$ cat src/rtl/cpu_mem_pkg.sv
// Shared constants and encodings for the unified instruction/data memory.
// Defines address/data widths, the .text/.data split, and arbiter FSM/owner codes.
package cpu_mem_pkg;

    localparam int ADDR_W     = 12;
    localparam int DATA_W     = 32;
    localparam int TEXT_WORDS = 2048;
    localparam int DATA_BASE  = 2048;
    localparam int MAX_WAIT   = 4;

    typedef enum logic [1:0] {
        ST_IDLE   = 2'd0,
        ST_ACCESS = 2'd1,
        ST_RESP   = 2'd2
    } state_e;

    typedef enum logic {
        OWN_CPU = 1'b0,
        OWN_SPI = 1'b1
    } owner_e;

endpackage

$ cat src/rtl/arb_wait_counter.sv
// Saturating count of SPI arbitration losses; clear has priority over inc.
// Ports: clk, reset (async active-low), inc, clr -> cnt (0..MAX_WAIT).
module arb_wait_counter #(
    parameter int MAX_WAIT = 4,
    parameter int CNT_W    = $clog2(MAX_WAIT + 1)
) (
    input  logic             clk,
    input  logic             reset,
    input  logic             inc,
    input  logic             clr,
    output logic [CNT_W-1:0] cnt
);

    logic [CNT_W-1:0] cnt_q;
    logic [CNT_W-1:0] cnt_d;

    always_comb begin
        cnt_d = cnt_q;
        if (clr) begin
            cnt_d = '0;
        end else if (inc && (cnt_q != CNT_W'(MAX_WAIT))) begin
            cnt_d = cnt_q + CNT_W'(1);
        end
    end

    always_ff @(posedge clk or negedge reset) begin
        if (!reset) begin
            cnt_q <= '0;
        end else begin
            cnt_q <= cnt_d;
        end
    end

    assign cnt = cnt_q;

endmodule

$ cat src/rtl/mem_port_arbiter.sv
// Arbitrates the unified memory between CPU (req 0) and SPI (req 1): CPU priority, SPI starvation guard.
// Ports: cpu_*/spi_* req/ack pairs, mem_* memory strobe/data, busy, prot_err; macro MEM_ARB_TEXT_PROTECT_EN.
module mem_port_arbiter
    import cpu_mem_pkg::*;
#(
    parameter int ADDR_W     = cpu_mem_pkg::ADDR_W,
    parameter int DATA_W     = cpu_mem_pkg::DATA_W,
    parameter int MAX_WAIT   = cpu_mem_pkg::MAX_WAIT,
    parameter int TEXT_WORDS = cpu_mem_pkg::TEXT_WORDS
) (
    input  logic              clk,
    input  logic              reset,
    input  logic              cpu_req,
    input  logic              cpu_we,
    input  logic [ADDR_W-1:0] cpu_addr,
    input  logic [DATA_W-1:0] cpu_wdata,
    output logic              cpu_ack,
    output logic [DATA_W-1:0] cpu_rdata,
    input  logic              spi_req,
    input  logic              spi_we,
    input  logic [ADDR_W-1:0] spi_addr,
    input  logic [DATA_W-1:0] spi_wdata,
    output logic              spi_ack,
    output logic [DATA_W-1:0] spi_rdata,
    output logic              mem_en,
    output logic              mem_we,
    output logic [ADDR_W-1:0] mem_addr,
    output logic [DATA_W-1:0] mem_wdata,
    input  logic [DATA_W-1:0] mem_rdata,
    output logic              busy,
    output logic              prot_err
);

    localparam int CNT_W = $clog2(MAX_WAIT + 1);

    state_e            state_q, state_d;
    owner_e            owner_q, owner_d;
    logic              we_q, we_d;
    logic              blk_q, blk_d;
    logic [ADDR_W-1:0] addr_q, addr_d;
    logic [DATA_W-1:0] wdata_q, wdata_d;

    logic             idle;
    logic             resp;
    logic             sat;
    logic             cpu_win;
    logic             spi_win;
    logic             text_wr;
    logic [CNT_W-1:0] wait_cnt;

    assign idle = (state_q == ST_IDLE);
    assign resp = (state_q == ST_RESP);
    assign sat  = (wait_cnt == CNT_W'(MAX_WAIT));

    // SPI takes the slot once it has lost MAX_WAIT decisions in a row.
    assign cpu_win = cpu_req && !(spi_req && sat);
    assign spi_win = spi_req && !cpu_win;

`ifdef MEM_ARB_TEXT_PROTECT_EN
    assign text_wr  = cpu_we &&
        ({1'b0, cpu_addr} < (ADDR_W + 1)'(TEXT_WORDS));
    assign prot_err = resp && blk_q;
`else
    assign text_wr  = 1'b0;
    assign prot_err = 1'b0;
`endif

    arb_wait_counter #(
        .MAX_WAIT (MAX_WAIT),
        .CNT_W    (CNT_W)
    ) u_wait (
        .clk   (clk),
        .reset (reset),
        .inc   (idle && cpu_win && spi_req),
        .clr   (idle && spi_win),
        .cnt   (wait_cnt)
    );

    always_comb begin
        state_d = state_q;
        owner_d = owner_q;
        we_d    = we_q;
        blk_d   = blk_q;
        addr_d  = addr_q;
        wdata_d = wdata_q;
        unique case (state_q)
            ST_IDLE: begin
                if (cpu_win) begin
                    state_d = ST_ACCESS;
                    owner_d = OWN_CPU;
                    we_d    = cpu_we;
                    blk_d   = text_wr;
                    addr_d  = cpu_addr;
                    wdata_d = cpu_wdata;
                end else if (spi_win) begin
                    state_d = ST_ACCESS;
                    owner_d = OWN_SPI;
                    we_d    = spi_we;
                    blk_d   = 1'b0;
                    addr_d  = spi_addr;
                    wdata_d = spi_wdata;
                end
            end
            ST_ACCESS: state_d = ST_RESP;
            ST_RESP:   state_d = ST_IDLE;
            default:   state_d = ST_IDLE;
        endcase
    end

    always_ff @(posedge clk or negedge reset) begin
        if (!reset) begin
            state_q <= ST_IDLE;
            owner_q <= OWN_CPU;
            we_q    <= 1'b0;
            blk_q   <= 1'b0;
            addr_q  <= '0;
            wdata_q <= '0;
        end else begin
            state_q <= state_d;
            owner_q <= owner_d;
            we_q    <= we_d;
            blk_q   <= blk_d;
            addr_q  <= addr_d;
            wdata_q <= wdata_d;
        end
    end

    // Outputs decode straight from state so an async reset clears them at once.
    assign busy      = !idle;
    assign mem_en    = (state_q == ST_ACCESS);
    assign mem_we    = mem_en && we_q && !blk_q;
    assign mem_addr  = mem_en ? addr_q : '0;
    assign mem_wdata = mem_en ? wdata_q : '0;

    assign cpu_ack   = resp && (owner_q == OWN_CPU);
    assign spi_ack   = resp && (owner_q == OWN_SPI);
    assign cpu_rdata = (cpu_ack && !we_q) ? mem_rdata : '0;
    assign spi_rdata = (spi_ack && !we_q) ? mem_rdata : '0;

endmodule

$ cat config.mk
export PLATFORM = sky130hd
export DESIGN_NAME = mem_port_arbiter
export DESIGN_NICKNAME = d
export VERILOG_FILES = /design/src/rtl/cpu_mem_pkg.sv /design/src/rtl/arb_wait_counter.sv /design/src/rtl/mem_port_arbiter.sv
export SDC_FILE = /design/constraint.sdc
export NUM_CORES = 1
export LEC_CHECK = 0
export BUFFER_PORTS_ARGS = -buffer_cell sky130_fd_sc_hd__buf_4
export CAP_MARGIN = 0
export CELL_PAD_IN_SITES_DETAIL_PLACEMENT = 2
export CELL_PAD_IN_SITES_GLOBAL_PLACEMENT = 2
export CORE_MARGIN = 2
export CORE_UTILIZATION = 23
export DETAILED_ROUTE_END_ITERATION = 10
export PLACE_DENSITY_LB_ADDON = 0.1
export REMOVE_ABC_BUFFERS = 1
export SLEW_MARGIN = 10
export SYNTH_ARGS = -nofsm -noshare
export SYNTH_HDL_FRONTEND = slang
export SYNTH_SLANG_ARGS = --single-unit
export TNS_END_PERCENT = 100
$ cat constraint.sdc
create_clock -name clk -period 2 [get_ports clk]
set_input_delay 0 -clock clk [delete_from_list [all_inputs] [get_ports clk]]
set_output_delay 0 -clock clk [all_outputs]
set_load 0.01 [all_outputs]
==> results of run 1 <==
[final timing paths]
kind,to,slack (ns)
worst max-delay path,wdata_q[22]$_DFFE_PN0P_,0.10
worst min-delay path,wdata_q[15]$_DFFE_PN0P_,0.01
worst max register to register,wdata_q[22]$_DFFE_PN0P_,0.10
worst min register to register,u_wait.cnt[0]$_DFFE_PN0P_,0.52
max in group asynchronous,addr_q[0]$_DFFE_PN0P_,1.21
min in group asynchronous,wdata_q[28]$_DFFE_PN0P_,0.31
[placed cells by master (no fill, tap or decap)]
cell / netlist / layout
a21oi_1: 2 / 2
a22o_1: 1 / 1
and2_1: 47 / 45
and2_4: 0 / 2
and3_1: 64 / 64
and3b_1: 1 / 1
buf_12: 0 / 4
buf_4: 1 / 247
buf_6: 6 / 1
buf_8: 0 / 1
bufinv_16: 0 / 1
clkbuf_1: 39 / 1
clkbuf_16: 0 / 6
conb_1: 1 / 1
dfrtp_1: 51 / 51
dlygate4sd3_1: 0 / 48
ha_1: 2 / 2
inv_1: 48 / 48
nand2_1: 2 / 2
nand2b_1: 2 / 2
nand3_1: 47 / 46
nand3_2: 0 / 1
nand4_1: 46 / 46
nor2_4: 0 / 1
nor2b_1: 2 / 1
nor2b_4: 0 / 1
nor3b_2: 1 / 1
o21ai_0: 1 / 1
o21ai_1: 1 / 1
o221ai_1: 6 / 6
o221ai_2: 39 / 39
o22ai_1: 1 / 1
or2_2: 0 / 1
or3b_2: 1 / 1
[flip-flops by register name, summed over array words and instances, names as in the netlist]
name,flops
state_q,2
we_q,1
owner_q,1
addr_q,12
u_wait.cnt,3
wdata_q,32
[kinds of logic (layout without fill, tap and decap cells)]
| group | count (synthesis) | in the layout |
|---|---|---|
| other cells | 1 | 1 |
| simple gates | 215 | 215 |
| compound gates | 51 | 51 |
| buf+inv | 102 | 357 |
| fa+ha+maj | 2 | 2 |
| flops | 51 | 51 |
[cell type report]
cell class | count | area, µm² | area share, %
Inverter | 48 | 180 | 2.83
Clock inverter | 1 | 30.0 | 0.472
Clock buffer | 6 | 129 | 2.02
Tap cell | 216 | 270 | 4.24
Sequential cell | 51 | 1280 | 20.0
Multi-Input combinational cell | 269 | 2020 | 31.7
Timing Repair Buffer | 302 | 2470 | 38.7
[timing repair]
item,CTS,global route
gates resized for setup,0,6
setup buffers,0,1
setup endpoints to repair,0,1
hold buffers,48,0
endpoints found under the hold margin,97,0
[power by group]
group	leakage (µW)	internal [µW]	total, µW	switching (µW)
sequential	0.000623	1550	1840	290
clock	0.0000769	586	1010	421
combinational	0.00254	2170	4700	2540
[metrics by stage]
step | setup TNS, ns | total power [µW]
2_1_floorplan | -156.80 | 3840
3_3_place_gp | 0 | 6310
3_5_place_dp | 0 | 6500
4_1_cts | 0 | 7650
5_1_grt | 0 | 8150
6_report | 0 | 7550
[layer usage]
| layer | GRT usage [%] | vias to the layer above |
|---|---|---|
| met5 | 0 | - |
| met4 | 5.19 | 0 |
| met3 | 3.14 | 19 |
| met2 | 36.8 | 102 |
| met1 | 22.5 | 2173 |
| li1 | - | 2024 |
[critical path, cell delays in order, from the launching register on]
cell and delay (ns):
dfrtp_1 0.39, inv_1 0.06, ha_1 0.21, nand3_2 0.10
and2_4 0.19, buf_12 0.17, o221ai_2 0.09, dlygate4sd3_1 0.57
==> metrics.yaml, run 1 <==
synth:
  synth.top_cell.area_share_pct: 34.4
  synthArstFlopShare_pct: 100
  synth_edf_count: 0
  synth_compound_area_share_pct: 18.2
  avgSynthCellArea_um2: 8.79
  synth-adder-area-share_pct: 0.675
  synth_top_family_by_area: "simple AND/OR/NAND/NOR gates"
  syn_inst: 422
  synthSimpleGateAreaFrac_pct: 34.8
  synth_seq_cells: 51
  yosysMostFrequentCell: "and3_1"
  synth_commonest_cells: "and3_1, dfrtp_1, inv_1"
  syn-cell-area_um2: 3710
  synth_xor_area_share_pct: 0
  synth_top_area_cell: "dfrtp_1"
  yosys-top-cells-area: "dfrtp_1, o221ai_2, and3_1"
  yosys_warnings: 0
  synth_ff_type: "dfrtp_1"
  muxShareOfSynthArea_pct: 0
  yosysSeqAreaShare_pct: 34.4
  ys_types: 28
sta:
  setup_ws_ns: 0.102
  hold_viol: 0
  skew_ns: 0.00394
  slew_headroom_pct: 50.4
  finalSetupViolCount: 0
  fmax_ghz: 0.527
  maxSlewViolCount: 0
  max_slew.worst_pin.slew_ns: 0.744
  fin_crit_ns: 1.90
  rsz0062_at_grt: "no"
  whs_ns: 0.0138
  finalCritPeriodShare_pct: 94.9
hold_path:
  min_path_cells: 3
  hold_path.class: "in -> reg"
  min_from: "spi_wdata[15]"
final_layout:
  fin_area_um2: 6370
  stdcell_count: 893
  area_delta_synth_final_pct: 71.7
  fin_util_pct: 40.2
  nFillCells: 1740
  n_antenna_cell: 0
  nNetsFinal: 805
  drive_gt1_share_pct: 45.3
drt:
  met1_length_um: 6830
  viasPerCell: 4.84
  detailedRoute.firstPassIterationCount: 4
  wl_met3_um: 579
  top_layer: "met4"
  wl_per_cell_um: 19.2
  drc_errors: 0
  met2_length_um: 9500
  dr_total_vias: 4318
  drt_wl_total_um: 17200
  detail-route-antenna-nets: 0
  drtIter0Drc: 100
floorplanning:
  row_count: 46
  die_area_um2: 17200
  initial_core_util_pct: 23.4
  boundaryPins: 240
  die_y_um: 131
  die_w_um: 131
  coreArea_um2: 15800
global_route:
  grt_pass1_wl_um: 25800
  track_usage_pct: 19.4
  grt_overflow: 0
  grt_pass1_vias: 4812
  antenna_found_initial: 0
  grt_max_degree: 52
power:
  leakage_uw: 0.00324
  power_per_cell_area_nw_per_um2: 1190
  ir_drop_v: 0.000707
worst_setup_path:
  critPathRequiredTime_ns: 2.19
  cp_data_arrival_time_ns: 2.09
  r2r-start: "u_wait.cnt[0]$_DFFE_PN0P_"
  crit_path_start: "u_wait.cnt[0]$_DFFE_PN0P_"
  cp-end-kind: "register"
  critical_path.max_fanout: 13
  reg2regPathDepth: 7
  criticalPathCategory: "reg -> reg"
  start_kind: "register"
clock_network:
  cts-root-buf: "clkbuf_16"
  cts.sinks: 51
  cts_inserted_buffers: 5
  clk_pin_slew_ns: 0.07
  insertion_delay_ns: 0.30
  cts_tree: "done"
  htree_levels: 2
  clk_path_buf_depth: 2
outcome:
  status: "complete, no violations"
place:
  placed_area_um2: 5690
  io_buffers: 238
  dp.cells: 837
  gp_congestion: 0.705
  dp_hpwl_um: 11600
  dp_slack_ns: 0.353
job:
  maxCapViolCount: 0
Power figures use the tool's default switching activity.
==> run 2: changes to the inputs <==
Settings changed: CORE_MARGIN 2 to 5, REMOVE_ABC_BUFFERS 1 to default.
==> metrics.yaml, run 2 (synthesis results as in run 1) <==
sta:
  finalSetupViolCount: 0  # unchanged
  hold_viol: 0  # unchanged
  fmax_ghz: 0.577  # +9.5%
  max_slew.worst_pin.slew_ns: 0.733  # -0.0112 ns
  slew_headroom_pct: 51.1  # +0.75 points
  rsz0062_at_grt: "no"
  finalCritPeriodShare_pct: 86.7  # -8.3 points
  fin_crit_ns: 1.73  # -0.165 ns
  finalSetupTns_ns: 0  # unchanged
  maxSlewViolCount: 0  # unchanged
  skew_ns: 0.00867  # +0.00473 ns
worst_setup_path:
  crit_path_start: "state_q[1]$_DFFE_PN0P_"
  criticalPathCategory: "reg -> out"
  cp_num_cells: 4  # -3
  critPathRequiredTime_ns: 2.00  # -0.19 ns
  slowest_stage: "dfrtp_1"
  r2r-start: "state_q[0]$_DFFE_PN0P_"
  critical_path.max_fanout: 33  # +20
  cp_data_arrival_time_ns: 1.73  # -0.36 ns
  cp-end-kind: "primary output"
  crit_chain: "nor3b_2 > buf_4 > and3_1 > buf_4"
  crit_buf_inv: 2  # -1
  cpPeakStageDelay_ns: 0.51  # -0.06 ns
  start_kind: "register"
  reg2reg_to: "addr_q[11]$_DFFE_PN0P_"
  reg2reg_slack_ns: 0.44  # +0.34 ns
  reg2regPathDepth: 4  # -3
  critPathMostFrequentCell: "buf_4"
  path_delay_family: "flip-flops"
place:
  gp_congestion: 0.714  # +1.3%
  dp_hpwl_um: 12400  # +6.6%
  io_buffers: 238  # unchanged
  dp.cells: 839  # +0.24%
power:
  p_switching_uw: 3210  # -0.98%
  total_power_uw: 7350  # -2.7%
  p_int_uw: 4130  # -4.0%
  p_clk_share_pct: 12.5  # -0.8 points
  leakage_uw: 0.00320  # -1.4%
  comb_power_share_pct: 62.4  # about the same
  power_per_cell_area_nw_per_um2: 1170  # -0.96%
  sequentialPowerShare_pct: 25.0  # +0.6 points
  sw_frac_of_total_pct: 43.7  # +0.75 points
  ir_drop_v: 0.000491  # -31%
clock_network:
  ctsResizeCount: 0  # unchanged
  cts-root-buf: "clkbuf_16"
  cts_inserted_buffers: 5  # unchanged
  clk_path_buf_depth: 2  # unchanged
  cts.sinks: 51  # unchanged
  cts_tree: "done"
  insertion_delay_ns: 0.30  # about the same
  clk_pin_slew_ns: 0.07  # about the same
  htree_levels: 2  # unchanged
drt:
  dr_total_vias: 4267  # -1.2%
  met2_length_um: 9120  # -3.9%
  detailedRoute.firstPassIterationCount: 4  # unchanged
  drc_errors: 0  # unchanged
  drt_wl_total_um: 17300  # +0.59%
  detail-route-antenna-nets: 0  # unchanged
  viasPerCell: 4.80  # -0.74%
  wl_per_cell_um: 19.4  # +1.0%
  drtIter0Drc: 93  # -7.0%
  wl_met3_um: 1150  # +99%
  top_layer: "met4"
  met1_length_um: 6770  # -0.86%
hold_path:
  hold_path.class: "in -> reg"
  min_from: "cpu_addr[1]"
  min_to: "addr_q[1]$_DFFE_PN0P_"
  min_path_cells: 3  # unchanged
global_route:
  grt_overflow: 0  # unchanged
  grt_max_degree: 65  # +25%
  grt_pass1_vias: 4813  # +0.021%
  track_usage_pct: 17.9  # -1.6 points
  antenna_found_initial: 0  # unchanged
  grt_pass1_wl_um: 26400  # +2.4%
job:
  maxCapViolCount: 0  # unchanged
floorplanning:
  die_y_um: 137  # +4.6%
  die_w_um: 137  # +4.6%
  die_area_um2: 18800  # +9.4%
  boundaryPins: 240  # unchanged
  coreArea_um2: 15800  # unchanged
  row_count: 46  # unchanged
  initial_core_util_pct: 23.4  # unchanged
final_layout:
  nNetsFinal: 801  # -0.50%
  drive_gt1_share_pct: 45.9  # +0.57 points
  n_antenna_cell: 0  # unchanged
  layout_common_cells: "buf_4, and3_1, dfrtp_1"
  largest-register: "wdata_q"
  stdcell_count: 889  # -0.45%
  largest_reg_flops: 32  # unchanged
  layout_commonest_cell: "buf_4"
  area_delta_synth_final_pct: 68.8
synth:
  syn-num-nets: 550
outcome:
  status: "complete, no violations"
## run 2: cell types whose count changed in the layout (fill, tap and decap cells not counted), sizes merged
cell,previous run,this run
clkbuf,7,6
inv,48,49
bufinv,1,0
dlygate4sd3,48,43
buf,253,255
## run 2: routing by layer
layer / GRT usage (%) / vias to the layer above
met5: 0 / -
met4: 3.88 / 0
met3: 4.30 / 16
met2: 33.2 / 141
met1: 20.7 / 2092
li1: - / 2018
## run 2: timing repair
item                                    CTS  global route
endpoints found under the setup margin    0             0
setup buffers                             0             0
hold buffers                             43             0
hold endpoints to repair                 92             0
## run 2: worst max path at each step
stage	slack [ns]	endpoint
floorplan	0.42	we_q$_DFFE_PN0P_
global placement	0.52	wdata_q[1]$_DFFE_PN0P_
detailed placement	0.43	wdata_q[2]$_DFFE_PN0P_
CTS	0.24	cpu_rdata[0]
global route	0.15	cpu_rdata[0]
finish	0.27	cpu_rdata[0]
## run 2: through the flow
step / utilization [%] / setup slack [ns] / hold WS (ns) / instance area, µm²
after floorplan: - / 0.419 / -0.296 / 3710
after global placement: 35.9 / 0.517 / 0.102 / 5680
after detailed placement: 35.9 / 0.433 / 0.0978 / 5680
after CTS: 39.5 / 0.240 / 0.000892 / 6260
after global routing: 39.5 / 0.155 / 0.00842 / 6260
final: 39.5 / 0.267 / 0.0101 / 6260
## run 2: worst min-delay path: stages
cell and delay (ns):
buf_4 0.09, nand4_1 0.11, o221ai_2 0.08
## run 2: final cells by class
cell class,instances,area [µm²]
well taps,216,270
repair buffers,298,2370
multi-input cells,269,2010
clock inverters,1,8.76
flip-flops and latches,51,1280
inverters,48,180
fillers,1764,9570
clock buffers,6,139
## run 2: power by group through the flow
stage | sequential (µW) | combinational, µW | clock, µW
floorplan | 1750 | 2910 | 0
global placement | 1820 | 4450 | 0
detailed placement | 1870 | 4590 | 0
CTS | 1850 | 4670 | 953
global route | 1910 | 5050 | 1000
finish | 1840 | 4590 | 919
==> run 3: changes to the inputs <==
Settings changed: REMOVE_ABC_BUFFERS from default to 1.
==> metrics.yaml, run 3 (synthesis results as in run 1) <==
outcome:
  status: "complete, no violations"
final_layout:
  drive_gt1_share_pct: 45.4  # -0.51 points
  largest-register: "wdata_q"
  nNetsFinal: 801  # unchanged
  fin_area_um2: 6290  # +0.58%
  fin_util_pct: 39.8  # +0.23 points
  layout_commonest_cell: "buf_4"
  layout_common_cells: "buf_4, and3_1, dfrtp_1"
  area_delta_synth_final_pct: 69.7
  nFillCells: 1823  # +3.3%
  largest_reg_flops: 32  # unchanged
  n_antenna_cell: 0  # unchanged
  stdcell_count: 890  # +0.11%
clock_network:
  htree_levels: 2  # unchanged
  cts-root-buf: "clkbuf_16"
  cts_inserted_buffers: 5  # unchanged
  insertion_delay_ns: 0.30  # about the same
  ctsResizeCount: 0  # unchanged
  cts.sinks: 51  # unchanged
  clk_pin_slew_ns: 0.08  # about the same
  clk_path_buf_depth: 2  # unchanged
  cts_tree: "done"
global_route:
  track_usage_pct: 18.1  # +0.20 points
  grt_overflow: 0  # unchanged
  grt_pass1_vias: 4795  # -0.37%
  grt_pass1_wl_um: 26900  # +1.9%
  antenna_found_initial: 0  # unchanged
  grt_max_degree: 68  # +4.6%
sta:
  fmax_ghz: 0.567  # -1.6%
  finalSetupViolCount: 0  # unchanged
  hold_viol: 0  # unchanged
  max_slew.worst_pin.slew_ns: 0.721  # -0.0115 ns
  skew_ns: 0.00980  # +0.00112 ns
  slew_headroom_pct: 51.9  # +0.77 points
  maxSlewViolCount: 0  # unchanged
  fin_crit_ns: 1.76  # +0.0290 ns
  rsz0062_at_grt: "no"
  finalCritPeriodShare_pct: 88.1  # +1.4 points
worst_setup_path:
  start_kind: "register"
  cp_data_arrival_time_ns: 1.76  # +0.03 ns
  cp-end-kind: "primary output"
  path_delay_family: "simple AND/OR/NAND/NOR gates"
  slowest_stage: "dfrtp_1"
  critPathRequiredTime_ns: 2.00  # about the same
  crit_chain: "nor2b_4 > buf_12 > and2_1 > buf_4"
  crit_buf_inv: 2  # unchanged
  critical_path.max_fanout: 35  # +6.1%
  cpPeakStageDelay_ns: 0.49  # -0.02 ns
  criticalPathCategory: "reg -> out"
hold_path:
  hold_path.class: "in -> reg"
floorplanning:
  die_w_um: 137  # unchanged
  die_y_um: 137  # unchanged
  die_area_um2: 18800  # unchanged
  coreArea_um2: 15800  # unchanged
  initial_core_util_pct: 23.4  # unchanged
  boundaryPins: 240  # unchanged
  row_count: 46  # unchanged
drt:
  drtIter0Drc: 90  # -3.2%
  wl_per_cell_um: 19.7  # +1.2%
  detail-route-antenna-nets: 0  # unchanged
  viasPerCell: 4.81  # +0.24%
  detailedRoute.firstPassIterationCount: 4  # unchanged
  drc_errors: 0  # unchanged
  dr_total_vias: 4282  # +0.35%
  drt_wl_total_um: 17500  # +1.3%
power:
  p_clk_share_pct: 12.5  # about the same
  power_per_cell_area_nw_per_um2: 1170  # about the same
  comb_power_share_pct: 62.6  # +0.2 points
  sequentialPowerShare_pct: 25.0  # about the same
  p_int_uw: 4170  # +0.92%
  leakage_uw: 0.00321  # +0.23%
  total_power_uw: 7390  # +0.65%
  p_switching_uw: 3220  # +0.29%
  ir_drop_v: 0.000591  # +20%
  sw_frac_of_total_pct: 43.6  # -0.15 points
place:
  dp_hpwl_um: 12200  # -1.6%
  placed_area_um2: 5680  # about the same
  gp_congestion: 0.710  # -0.60%
  io_buffers: 238  # unchanged
  dp.cells: 836  # -0.36%
job:
  maxCapViolCount: 0  # unchanged
## run 3: metrics by stage
stage          worst slack [ns]  hold WS (ns)  TNS [ns]
2_1_floorplan             -3.36        -0.296   -156.80
3_3_place_gp              0.549         0.105         0
3_5_place_dp              0.483         0.115         0
4_1_cts                   0.190       0.00369         0
5_1_grt                   0.105        0.0119         0
6_report                  0.238       0.00999         0
## run 3: repair_timing
item	in CTS	in global routing
hold buffers	46	0
buffers inserted	0	0
endpoints found under the hold margin	96	0
## run 3: path summary, 6_finish.rpt
| check | from | to | slack [ns] | depth (start not counted) |
|---|---|---|---|---|
| worst max-delay path | state_q[0]$_DFFE_PN0P_ | mem_wdata[29] | 0.24 | 4 |
| worst min-delay path | spi_addr[3] | addr_q[3]$_DFFE_PN0P_ | 0.01 | 3 |
| worst max register to register | u_wait.cnt[0]$_DFFE_PN0P_ | wdata_q[5]$_DFFE_PN0P_ | 0.45 | 6 |
| worst min register to register | u_wait.cnt[0]$_DFFE_PN0P_ | u_wait.cnt[0]$_DFFE_PN0P_ | 0.51 | 1 |
| max in group asynchronous | reset | wdata_q[26]$_DFFE_PN0P_ | 1.23 | 2 |
| min in group asynchronous | reset | wdata_q[1]$_DFFE_PN0P_ | 0.30 | 2 |
## run 3: worst min-delay path, cell delays in order
cell and delay [ns]:
buf_4 0.11, nand3_1 0.07, o221ai_2 0.09
## run 3: power by group through the flow
stage / registers [µW] / clock network, µW / logic [µW]
after CTS: 1850 / 963 / 4740
after floorplan: 1730 / 0 / 2110
after global routing: 1920 / 1010 / 5100
after detailed placement: 1870 / 0 / 4650
after global placement: 1820 / 0 / 4510
final: 1840 / 924 / 4630
## run 3: routing by layer
layer | global-route usage [%] | vias up | wire length, µm
li1 | - | 2026 | -
met2 | 33.5 | 102 | 9400
met1 | 22.2 | 2145 | 7240
met5 | 0 | - | 0
met4 | 2.44 | 0 | 105
met3 | 3.27 | 9 | 772
## run 3: area by class of cell
class / count / area (µm²) / share of cell area [%]
Timing Repair Buffer: 298 / 2400 / 38.2
Multi-Input combinational cell: 269 / 2010 / 32.0
Sequential cell: 51 / 1280 / 20.3
Tap cell: 216 / 270 / 4.29
Inverter: 48 / 180 / 2.86
Clock buffer: 7 / 143 / 2.27
Clock inverter: 1 / 8.76 / 0.139
